--- src/rtl/depth_frame_ctrl_pkg.sv ---
// Shared types for the depth frame controller: command opcodes, depth compare
// functions, fragment/colour formats and the depth configuration record.
package depth_frame_ctrl_pkg;

  typedef enum logic [1:0] {
    SET_STATE = 2'd0,
    CLEAR     = 2'd1,
    FLUSH     = 2'd2,
    NOP       = 2'd3
  } depth_cmd_op_t;

  typedef enum logic [2:0] {
    GR_CMP_NEVER    = 3'd0,
    GR_CMP_LESS     = 3'd1,
    GR_CMP_EQUAL    = 3'd2,
    GR_CMP_LEQUAL   = 3'd3,
    GR_CMP_GREATER  = 3'd4,
    GR_CMP_NOTEQUAL = 3'd5,
    GR_CMP_GEQUAL   = 3'd6,
    GR_CMP_ALWAYS   = 3'd7
  } depth_func_t;

  typedef logic [15:0] rgb565_t;

  typedef struct packed {
    logic [9:0]  x;
    logic [9:0]  y;
    logic [15:0] z;
  } fragment_t;

  typedef struct packed {
    logic        test_en;
    logic        write_en;
    depth_func_t func;
  } depth_cfg_t;

  localparam int            DEPTH_PIPE_DEPTH = 3;
  localparam logic [15:0]   CLEAR_VALUE_RST  = 16'hFFFF;
  localparam depth_cfg_t    DEPTH_CFG_RST    = '{test_en: 1'b0, write_en: 1'b0, func: GR_CMP_LESS};

  // SET_STATE operand layout: [0] test_en, [1] write_en, [4:2] func.
  function automatic depth_cfg_t cfg_from_cmd(input logic [4:0] data);
    depth_cfg_t cfg;
    cfg.test_en  = data[0];
    cfg.write_en = data[1];
    cfg.func     = depth_func_t'(data[4:2]);
    return cfg;
  endfunction

endpackage

--- src/rtl/depth_frame_ctrl_if.sv ---
// Bundle of command, fragment, depth_buffer config and status signals around
// depth_frame_ctrl; master is the controller side, slave the surroundings.
interface depth_frame_ctrl_if #(parameter int FRAME_CNT_W = 16);
  import depth_frame_ctrl_pkg::*;

  logic                   cmd_valid;
  logic                   cmd_ready;
  depth_cmd_op_t          cmd_op;
  logic [31:0]            cmd_data;
  fragment_t              up_frag;
  rgb565_t                up_color;
  logic                   up_valid;
  logic                   up_ready;
  fragment_t              db_frag;
  rgb565_t                db_color;
  logic                   db_valid;
  logic                   db_ready;
  logic                   db_out_valid;
  logic                   db_out_ready;
  logic                   depth_test_enable;
  logic                   depth_write_enable;
  depth_func_t            depth_func;
  logic                   depth_clear;
  logic [15:0]            depth_clear_value;
  logic                   depth_clearing;
  logic                   busy;
  logic                   frame_done;
  logic [FRAME_CNT_W-1:0] frame_count;

  modport master (
    input  cmd_valid, cmd_op, cmd_data, up_frag, up_color, up_valid, db_ready,
           db_out_valid, db_out_ready, depth_clearing,
    output cmd_ready, up_ready, db_frag, db_color, db_valid, depth_test_enable,
           depth_write_enable, depth_func, depth_clear, depth_clear_value,
           busy, frame_done, frame_count
  );

  modport slave (
    output cmd_valid, cmd_op, cmd_data, up_frag, up_color, up_valid, db_ready,
           db_out_valid, db_out_ready, depth_clearing,
    input  cmd_ready, up_ready, db_frag, db_color, db_valid, depth_test_enable,
           depth_write_enable, depth_func, depth_clear, depth_clear_value,
           busy, frame_done, frame_count
  );

endinterface

--- src/rtl/depth_frame_ctrl_pipe_drain_mon.sv ---
// Counts consecutive non-stalled cycles at the depth_buffer output; drained is
// raised on the cycle that completes PIPE_DEPTH clean cycles.
module pipe_drain_mon
  import depth_frame_ctrl_pkg::*;
#(
  parameter int PIPE_DEPTH = DEPTH_PIPE_DEPTH
) (
  input  logic clk,
  input  logic rst_n,
  input  logic i_restart,
  input  logic i_active,
  input  logic i_stall,
  output logic o_drained
);

  localparam int               CNT_W   = $clog2(PIPE_DEPTH + 1);
  localparam logic [CNT_W-1:0] CNT_MAX = CNT_W'(PIPE_DEPTH);

  logic [CNT_W-1:0] r_cnt;

  always_ff @(posedge clk) begin
    if (!rst_n) begin
      r_cnt <= '0;
    end else if (i_restart || (i_active && i_stall)) begin
      r_cnt <= '0;
    end else if (i_active && (r_cnt != CNT_MAX)) begin
      r_cnt <= r_cnt + 1'b1;
    end
  end

  // Combinational so the FSM leaves DRAIN on the PIPE_DEPTH-th clean cycle.
  assign o_drained = i_active && !i_stall && (r_cnt >= (CNT_MAX - 1'b1));

endmodule

--- src/rtl/depth_frame_ctrl.sv ---
// Depth command sequencer: owns depth config, gates fragments into depth_buffer,
// and runs CLEAR/FLUSH only after the depth pipeline has drained.
//
// state          | meaning
// ST_RUN         | gate open, commands accepted
// ST_DRAIN       | gate closed, waiting for PIPE_DEPTH clean output cycles
// ST_CLR_ISSUE   | one-cycle depth_clear pulse
// ST_CLR_WAIT_HI | waiting for depth_clearing to rise
// ST_CLR_WAIT_LO | waiting for depth_clearing to fall
// ST_DONE        | one-cycle frame_done pulse, frame_count advances
module depth_frame_ctrl
  import depth_frame_ctrl_pkg::*;
#(
  parameter int PIPE_DEPTH  = DEPTH_PIPE_DEPTH,
  parameter int FRAME_CNT_W = 16
) (
  input  logic              clk,
  input  logic              rst_n,
  depth_frame_ctrl_if.master bus
);

  typedef enum logic [2:0] {
    ST_RUN, ST_DRAIN, ST_CLR_ISSUE, ST_CLR_WAIT_HI, ST_CLR_WAIT_LO, ST_DONE
  } state_t;

  state_t                 r_state;
  state_t                 w_state_nxt;
  depth_cfg_t             r_cfg;
  logic                   r_op_clear;
  logic [15:0]            r_clear_pend;
  logic [15:0]            r_clear_value;
  logic                   r_busy;
  logic [FRAME_CNT_W-1:0] r_frame_count;
  logic                   w_cmd_ready;
  logic                   w_up_ready;
  logic                   w_db_valid;
  logic                   w_depth_clear;
  logic                   w_frame_done;
  logic                   w_accept;
  logic                   w_drain_start;
  logic                   w_drained;
  logic                   w_unused_cmd_bits;

  assign w_accept          = bus.cmd_valid && w_cmd_ready;
  assign w_drain_start     = (r_state == ST_RUN) && (w_state_nxt == ST_DRAIN);
  assign w_unused_cmd_bits = ^bus.cmd_data[31:16];

  always_ff @(posedge clk) begin
    if (!rst_n) r_state <= ST_RUN;
    else        r_state <= w_state_nxt;
  end

  always_comb begin
    w_state_nxt = r_state;
    case (r_state)
      ST_RUN:
        if (w_accept && ((bus.cmd_op == CLEAR) || (bus.cmd_op == FLUSH)))
          w_state_nxt = ST_DRAIN;
      ST_DRAIN:
        if (w_drained) w_state_nxt = r_op_clear ? ST_CLR_ISSUE : ST_DONE;
      ST_CLR_ISSUE:   w_state_nxt = ST_CLR_WAIT_HI;
      ST_CLR_WAIT_HI: if (bus.depth_clearing)  w_state_nxt = ST_CLR_WAIT_LO;
      ST_CLR_WAIT_LO: if (!bus.depth_clearing) w_state_nxt = ST_RUN;
      ST_DONE:        w_state_nxt = ST_RUN;
      default:        w_state_nxt = ST_RUN;
    endcase
  end

  always_comb begin
    w_cmd_ready   = (r_state == ST_RUN);
    w_up_ready    = (r_state == ST_RUN) && bus.db_ready;
    w_db_valid    = (r_state == ST_RUN) && bus.up_valid;
    w_depth_clear = (r_state == ST_CLR_ISSUE);
    w_frame_done  = (r_state == ST_DONE);
  end

  always_ff @(posedge clk) begin
    if (!rst_n) begin
      r_cfg         <= DEPTH_CFG_RST;
      r_op_clear    <= 1'b0;
      r_clear_pend  <= CLEAR_VALUE_RST;
      r_clear_value <= CLEAR_VALUE_RST;
      r_busy        <= 1'b0;
      r_frame_count <= '0;
    end else begin
      if (w_accept && (bus.cmd_op == SET_STATE)) r_cfg <= cfg_from_cmd(bus.cmd_data[4:0]);
      if (w_accept && (bus.cmd_op == CLEAR))     r_clear_pend <= bus.cmd_data[15:0];
      if (w_drain_start)                         r_op_clear <= (bus.cmd_op == CLEAR);
      // Loaded on entry so the value is already stable during the clear pulse.
      if ((r_state == ST_DRAIN) && (w_state_nxt == ST_CLR_ISSUE)) r_clear_value <= r_clear_pend;
      if ((r_state == ST_DRAIN) && (w_state_nxt == ST_DONE))      r_frame_count <= r_frame_count + 1'b1;
      r_busy <= (w_state_nxt != ST_RUN);
    end
  end

  pipe_drain_mon #(.PIPE_DEPTH(PIPE_DEPTH)) u_drain_mon (
    .clk       (clk),
    .rst_n     (rst_n),
    .i_restart (w_drain_start),
    .i_active  (r_state == ST_DRAIN),
    .i_stall   (bus.db_out_valid && !bus.db_out_ready),
    .o_drained (w_drained)
  );

  assign bus.cmd_ready          = w_cmd_ready;
  assign bus.up_ready           = w_up_ready;
  assign bus.db_valid           = w_db_valid;
  assign bus.db_frag            = bus.up_frag;
  assign bus.db_color           = bus.up_color;
  assign bus.depth_test_enable  = r_cfg.test_en;
  assign bus.depth_write_enable = r_cfg.write_en;
  assign bus.depth_func         = r_cfg.func;
  assign bus.depth_clear        = w_depth_clear;
  assign bus.depth_clear_value  = r_clear_value;
  assign bus.busy               = r_busy;
  assign bus.frame_done         = w_frame_done;
  assign bus.frame_count        = r_frame_count;

endmodule
--- src/flat_wrapper.sv ---
// flat-port wrapper written by rule: the top's interface ports become plain ports
module depth_frame_ctrl_flat import depth_frame_ctrl_pkg::*;
#(
  parameter int PIPE_DEPTH  = DEPTH_PIPE_DEPTH,
  parameter int FRAME_CNT_W = 16
)
  (clk, rst_n, bus_cmd_valid, bus_cmd_op, bus_cmd_data, bus_up_frag, bus_up_color, bus_up_valid, bus_db_ready, bus_db_out_valid, bus_db_out_ready, bus_depth_clearing, bus_cmd_ready, bus_up_ready, bus_db_frag, bus_db_color, bus_db_valid, bus_depth_test_enable, bus_depth_write_enable, bus_depth_func, bus_depth_clear, bus_depth_clear_value, bus_busy, bus_frame_done, bus_frame_count);
  depth_frame_ctrl_if #(.FRAME_CNT_W(FRAME_CNT_W)) bus_i ();
  input  logic clk;
  input  logic rst_n;
  input wire logic [$bits(bus_i.cmd_valid)-1:0] bus_cmd_valid;
  input wire logic [$bits(bus_i.cmd_op)-1:0] bus_cmd_op;
  input wire logic [$bits(bus_i.cmd_data)-1:0] bus_cmd_data;
  input wire logic [$bits(bus_i.up_frag)-1:0] bus_up_frag;
  input wire logic [$bits(bus_i.up_color)-1:0] bus_up_color;
  input wire logic [$bits(bus_i.up_valid)-1:0] bus_up_valid;
  input wire logic [$bits(bus_i.db_ready)-1:0] bus_db_ready;
  input wire logic [$bits(bus_i.db_out_valid)-1:0] bus_db_out_valid;
  input wire logic [$bits(bus_i.db_out_ready)-1:0] bus_db_out_ready;
  input wire logic [$bits(bus_i.depth_clearing)-1:0] bus_depth_clearing;
  output wire logic [$bits(bus_i.cmd_ready)-1:0] bus_cmd_ready;
  output wire logic [$bits(bus_i.up_ready)-1:0] bus_up_ready;
  output wire logic [$bits(bus_i.db_frag)-1:0] bus_db_frag;
  output wire logic [$bits(bus_i.db_color)-1:0] bus_db_color;
  output wire logic [$bits(bus_i.db_valid)-1:0] bus_db_valid;
  output wire logic [$bits(bus_i.depth_test_enable)-1:0] bus_depth_test_enable;
  output wire logic [$bits(bus_i.depth_write_enable)-1:0] bus_depth_write_enable;
  output wire logic [$bits(bus_i.depth_func)-1:0] bus_depth_func;
  output wire logic [$bits(bus_i.depth_clear)-1:0] bus_depth_clear;
  output wire logic [$bits(bus_i.depth_clear_value)-1:0] bus_depth_clear_value;
  output wire logic [$bits(bus_i.busy)-1:0] bus_busy;
  output wire logic [$bits(bus_i.frame_done)-1:0] bus_frame_done;
  output wire logic [$bits(bus_i.frame_count)-1:0] bus_frame_count;
  assign bus_i.cmd_valid = bus_cmd_valid;
  assign bus_i.cmd_op = bus_cmd_op;
  assign bus_i.cmd_data = bus_cmd_data;
  assign bus_i.up_frag = bus_up_frag;
  assign bus_i.up_color = bus_up_color;
  assign bus_i.up_valid = bus_up_valid;
  assign bus_i.db_ready = bus_db_ready;
  assign bus_i.db_out_valid = bus_db_out_valid;
  assign bus_i.db_out_ready = bus_db_out_ready;
  assign bus_i.depth_clearing = bus_depth_clearing;
  assign bus_cmd_ready = bus_i.cmd_ready;
  assign bus_up_ready = bus_i.up_ready;
  assign bus_db_frag = bus_i.db_frag;
  assign bus_db_color = bus_i.db_color;
  assign bus_db_valid = bus_i.db_valid;
  assign bus_depth_test_enable = bus_i.depth_test_enable;
  assign bus_depth_write_enable = bus_i.depth_write_enable;
  assign bus_depth_func = bus_i.depth_func;
  assign bus_depth_clear = bus_i.depth_clear;
  assign bus_depth_clear_value = bus_i.depth_clear_value;
  assign bus_busy = bus_i.busy;
  assign bus_frame_done = bus_i.frame_done;
  assign bus_frame_count = bus_i.frame_count;
  depth_frame_ctrl #(.PIPE_DEPTH(PIPE_DEPTH), .FRAME_CNT_W(FRAME_CNT_W)) u_core (.clk(clk), .rst_n(rst_n), .bus(bus_i));
endmodule
--- config.mk ---
export PLATFORM = sky130hd
export DESIGN_NAME = depth_frame_ctrl_flat
export DESIGN_NICKNAME = d
export VERILOG_FILES = /design/src/rtl/depth_frame_ctrl_pkg.sv /design/src/rtl/depth_frame_ctrl_if.sv /design/src/rtl/depth_frame_ctrl_pipe_drain_mon.sv /design/src/rtl/depth_frame_ctrl.sv /design/src/flat_wrapper.sv
export SDC_FILE = /design/constraint.sdc
export NUM_CORES = 1
export LEC_CHECK = 0
export BUFFER_PORTS_ARGS = -buffer_cell sky130_fd_sc_hd__buf_2
export CAP_MARGIN = 20
export CORE_MARGIN = 3
export CORE_UTILIZATION = 36
export DETAILED_ROUTE_END_ITERATION = 8
export PLACE_DENSITY = 0.76
export SETUP_SLACK_MARGIN = 0.02
export SLEW_MARGIN = 20
export SYNTH_ARGS = -nofsm -noshare
export SYNTH_HDL_FRONTEND = slang
export SYNTH_SLANG_ARGS = --single-unit
--- constraint.sdc ---
create_clock -name clk -period 5 [get_ports clk]
set_input_delay 0.5 -clock clk [delete_from_list [all_inputs] [get_ports clk]]
set_output_delay 0.5 -clock clk [all_outputs]
set_load 0.005 [all_outputs]
# == Word-level counts from Yosys, hierarchy flattened ==
# Index checks and enable logic that the tools add are counted.
# classes
addsub,2
magnitude_cmp,1
n_eq_ne,11
n_mux,6
n_bitwise,1
n_reduce_logical,22
# op_table
operator,count
$add A16 B1 Y16 const B,1
$mux W3,5
$pmux W3 S5,1
$logic_and A1 B1 Y1,14
$eq A3 B2 Y1 const B,3
$eq A3 B3 Y1 const B,3
$eq A3 B1 Y1 const B,2
$logic_not A3 Y1,1
$reduce_bool A3 Y1,1
$add A2 B1 Y2 const B,1
$eq A2 B1 Y1 const B,1
$eq A2 B2 Y1 const B,1
$ge A2 B2 Y1 const B,1
$logic_not A1 Y1,2
$logic_not A2 Y1,1
$logic_or A1 B1 Y1,2
$ne A2 B2 Y1 const B,1
$reduce_or A2 Y1,1
$not A1 Y1,1
# totals
regBits,60
input_bits,94
out_inout_bits,95
elab_cells,53

# == Logic depth before layout (Yosys ltp) ==
# logic_depth
depth_word,11
mapped_depth,8
ltp_nobuf,6

# == Hierarchy ==
# From an unflattened synthesis, not the netlist that was laid out.
# unflattened
hier_cells,354
hier_area_um2,2917.8
# by_module_without_submodules
module,instances,cells_per_inst,area_each_um2,seq_area_each_um2
depth_frame_ctrl,1,338,2776.4,1161.1
pipe_drain_mon,1,16,141.4,40.0

# == Worst setup path after synthesis ==
# OpenSTA, ideal clock, no wires.
# synth_timing
path_kind,register to register
startpoint,register u_core.u_drain_mon.r_cnt[0]
endpoint,register u_core.r_state[2]
setup_ns,0.115
arrival_time_ns,1.629
required_time_ns,4.885
path_slack_ns,3.257
stages_incl_launch_ff,9
path_buffers,2
synth_period_minus_slack_ns,1.743
cell_sequence,dfxtp_1 > inv_1 > ha_1 > or2_0 > nand3_2 > buf_2 > clkbuf_1 > a21oi_1 > o21a_1
# synth_via
elab_chain_len,4
# synth_rtl
element,line_no,source
"start, declared",depth_frame_ctrl_pipe_drain_mon.sv:19,logic [CNT_W-1:0] r_cnt;
"start signal, assigned",depth_frame_ctrl_pipe_drain_mon.sv:27,r_cnt <= r_cnt + 1'b1;
$ge A2 B2 Y1,depth_frame_ctrl_pipe_drain_mon.sv:32,assign o_drained = i_active && !i_stall && (r_cnt >= (CNT_MAX - 1'b1));
$logic_and A1 B1 Y1,depth_frame_ctrl_pipe_drain_mon.sv:32,
$mux W3,depth_frame_ctrl.sv:60,if (w_drained) w_state_nxt = r_op_clear ? ST_CLR_ISSUE : ST_DONE;
$pmux W3 S5,depth_frame_ctrl.sv:55,case (r_state)
"end signal, assigned",depth_frame_ctrl.sv:50,else r_state <= w_state_nxt;
"end, declared",depth_frame_ctrl.sv:26,state_t r_state;
# No other way between the ends.
# A chain may end at the register's enable or synchronous reset.

# == Worst setup path after layout ==
# layout_timing
startpoint,register u_core.r_state[0]
endpoint,register u_core.r_state[1]
# layout_via
elab_chain_len,5
word_cells_on_any_way,12
cone_classes,eq/ne: 4; mux: 3; reduce/logical: 5
# layout_rtl
element,line_no
$eq A3 B1 Y1 / $logic_not A3 Y1 (equally long branches),"depth_frame_ctrl.sv:55, depth_frame_ctrl.sv:100, depth_frame_ctrl.sv:70"
$logic_and A1 B1 Y1 (on tied branches),"depth_frame_ctrl_pipe_drain_mon.sv:32, depth_frame_ctrl.sv:44"
$logic_and A1 B1 Y1 (on tied branches),"depth_frame_ctrl_pipe_drain_mon.sv:32, depth_frame_ctrl.sv:57"
$mux W3 (on tied branches),"depth_frame_ctrl.sv:60, depth_frame_ctrl.sv:57"
$pmux W3 S5 (*),depth_frame_ctrl.sv:55
# Every way passes the cells marked *; elsewhere a longest branch is shown, timed or not.

==> results by group <==
Finish
  – Area growth syn-to-layout: 8.060%
  – Share of cells above drive strength 1: 0.2345
  – Final net count: 465
  – Area of the multi-input gates: around 1200 um2
  – Antenna fix cells: 0
  – Non-filler cells, final: roughly 470
  – FILL cells: 816
  – FF/Latch Area: 1201 um2
  – Final instance area: 3137 um2

Floorplan
  – Die width: 95.80 um
  – Core Footprint: 7767 um2
  – I/O pins: about 190
  – Initial core utilization: 0.3737
  – Die area: 9177 um2
  – Placement Rows: 32
  – Die height: 95.80 um

Clock tree
  – Post-CTS Setup Bufs: 0
  – Resize count post-CTS: 0
  – CTS Sinks: 60
  – Worst-Skew Late Latency: 0.33 ns
  – Worst-path clk slew: 0.07 ns
  – Max Buffers Root-to-Sink: 2
  – Hold Buf Count CTS: 0
  – Clock tree root driver cell: clkbuf_8
  – H-Tree Depth: 3
  – CTS tree: done
  – Number of CTS-inserted buffers: 9

STA
  – Skew final: 0.009869 ns
  – Final hold violation count: 0
  – Final TNS setup: 0 ns
  – Final setup fails: 0
  – RSZ-0062 raised after global routing: false
  – Final critical-path share of the clock period: 0.4555
  – Worst slew pin tran: ~0.84 ns
  – Post-layout minimum cycle time: 2.278 ns
  – Relative slew slack: 0.4403
  – Final-report max-slew violation count: 0
  – Fmax: 439.1 MHz

Placed design
  – Dpl cell area: ~2900 um2
  – Placed cells: 457
  – IO Port Bufs: just under 70
  – RePlAce Congestion: 0.7474
  – Post-DP HPWL: between 4 and 5 mm

Hold path
  – Worst Hold Class: in -> reg

Power
  – Maximum vdd drop: 167.0 uV
  – Pwr dens: about 340 nW/um2
  – Leakage: roughly 1.5 nW

Drt
  – Vias per inst: between 4 and 5
  – Drt drc: 0
  – Drt first pass iters: 4
  – Wire per inst: 12.83 um
  – Initial DRC count: 120
  – Vias: between 2000 and 2500
  – ANT nets after route: 0
  – Routed WL: around 6.1 mm

Global route
  – Total track usage: 0.1354
  – GRT overflow: 0
  – Largest net degree at the start of global routing: 44
  – Number of antenna violations at the first check in global routing: 0
  – First-pass GRT wire length: 9.970 mm
  – Vias in the first global route: 2187

Critical path
  – Crit start category: flip-flop
  – CP Class: reg -> reg
  – CP required: 5.22 ns
  – Worst EP arrival: 2.50 ns
  – Worst-path fanout max: 19
  – Flop2flop setup slack: about 2.7 ns
  – Critical path endpoint category: flip-flop

Synthesis
  – Unique cell type count in the Yosys netlist: 35
  – Dominant synthesized flop cell: dfxtp_1
  – Mapped Area: 2903 um2
  – Number of synthesized flops with an enable pin: 0
  – Synthesized Nets: between 400 and 500
  – Synth warn: 0
  – Syn avg cell area: 8.131 um2
  – Sequential element share of the synthesized area: 0.4138
  – Register bit total from synthesis: 60
  – Gate count after technology mapping: approximately 360
  – FFs w/ async S/R, synth: 0

Job
  – Max Cap Violations: 0

Status
  – Status: completed
## per-layer routing
metal / routed length, um / vias to the layer above / global-route usage / share of wire
li1: - / 1174 / - / -
met4: 88 / 0 / 0.05450 / 0.014
met1: 2650 / 1064 / 0.1618 / 0.44
met2: 2895 / 77 / 0.2270 / 0.48
met5: 0 / - / 0 / 0
met3: 437 / 14 / 0.03987 / 0.072
## Yosys cell counts, drive strengths merged (3+ instances only)
master	n	area share
a21oi	16	0.028
and3	4	0.0086
and4	3	0.0091
buf	57	0.14
clkbuf	13	0.018
dfxtp	60	0.41
ha	5	0.022
inv	6	0.0078
mux2i	9	0.031
nand2	77	0.10
nand2b	5	0.011
nand3	43	0.076
nand4	5	0.011
nor2	14	0.018
nor4	3	0.0065
o31ai	8	0.021
or4	8	0.021
## layout by cell type (no fill, tap or decap), drive strengths merged, types with 3 or more instances in the layout
cell type	count
and4	3
nand3	43
nand2b	5
dfxtp	60
ha	5
inv	8
or4	8
nor2	14
buf	68
and3	4
a21oi	16
nor4	3
mux2i	9
clkbuf	10
nand2	77
nand4	5
o31ai	8
## power breakdown
| part | internal (mW) | leakage [nW] | switching (mW) |
|---|---|---|---|
| sequential | 0.489 | 0.487 | 0.00777 |
| combinational | 0.0273 | 0.850 | 0.0356 |
| clock | 0.299 | 0.117 | 0.203 |
| total | 0.816 | 1.45 | 0.247 |
## path summary, 6_finish.rpt
kind / from / end / cells past startpoint
setup / recovery: u_core.r_state[0] / u_core.r_state[1] / 4
hold reg to reg: u_core.r_clear_pend[11] / u_core.bus.depth_clear_value[11] / 2
setup reg to reg: u_core.r_state[0] / u_core.r_state[1] / 4
hold / removal: bus_cmd_data[7] / u_core.r_clear_pend[7] / 3
## critical path, stage by stage, from the launching register on
cell	delay, ns
dfxtp_1	0.50
nor3b_1	0.35
nand4_1	0.72
a21o_1	0.39
a221oi_1	0.21
## per-stage QoR
stage / hold WS (ns) / power, mW / worst slack [ns] / util
final: 0.3746 / 1.063 / 2.722 / 0.4038
after global routing: 0.3621 / 1.111 / 2.380 / 0.4038
after CTS: 0.3561 / 1.076 / 2.678 / 0.4038
after detailed placement: 0.4534 / 0.5714 / 2.691 / 0.3739
after global placement: 0.4471 / 0.5691 / 2.762 / 0.3739
after floorplan: 0.4404 / 0.5821 / 3.257 / -
## registers in the layout, summed over array words and instances (netlist names)
name                           count
u_core.bus.busy                    1
u_core.bus.depth_clear_value      16
u_core.bus.depth_func              3
u_core.bus.depth_test_enable       1
u_core.bus.depth_write_enable      1
u_core.bus.frame_count            16
u_core.r_clear_pend               16
u_core.r_op_clear                  1
u_core.r_state                     3
u_core.u_drain_mon.r_cnt           2
## cell type report
cell class | count | area share
inverter | 6 | 0.007180
multi-input combinational | 221 | 0.3865
tap | 102 | 0.04069
clock buffer | 10 | 0.04388
timing repair buffer | 68 | 0.1085
clock inverter | 6 | 0.03032
sequential | 60 | 0.3829
## cell families after synthesis
kind of cell    after synthesis  share of synthesized area
fa+ha+maj                     5                    0.02155
xor+xnor                      2                   0.006036
compound gates               32                    0.06810
buf+inv                      76                     0.1685
mux                           9                    0.03104
simple gates                173                     0.2910
flops                        60                     0.4138
No activity file was read; power rests on OpenSTA's default activity.
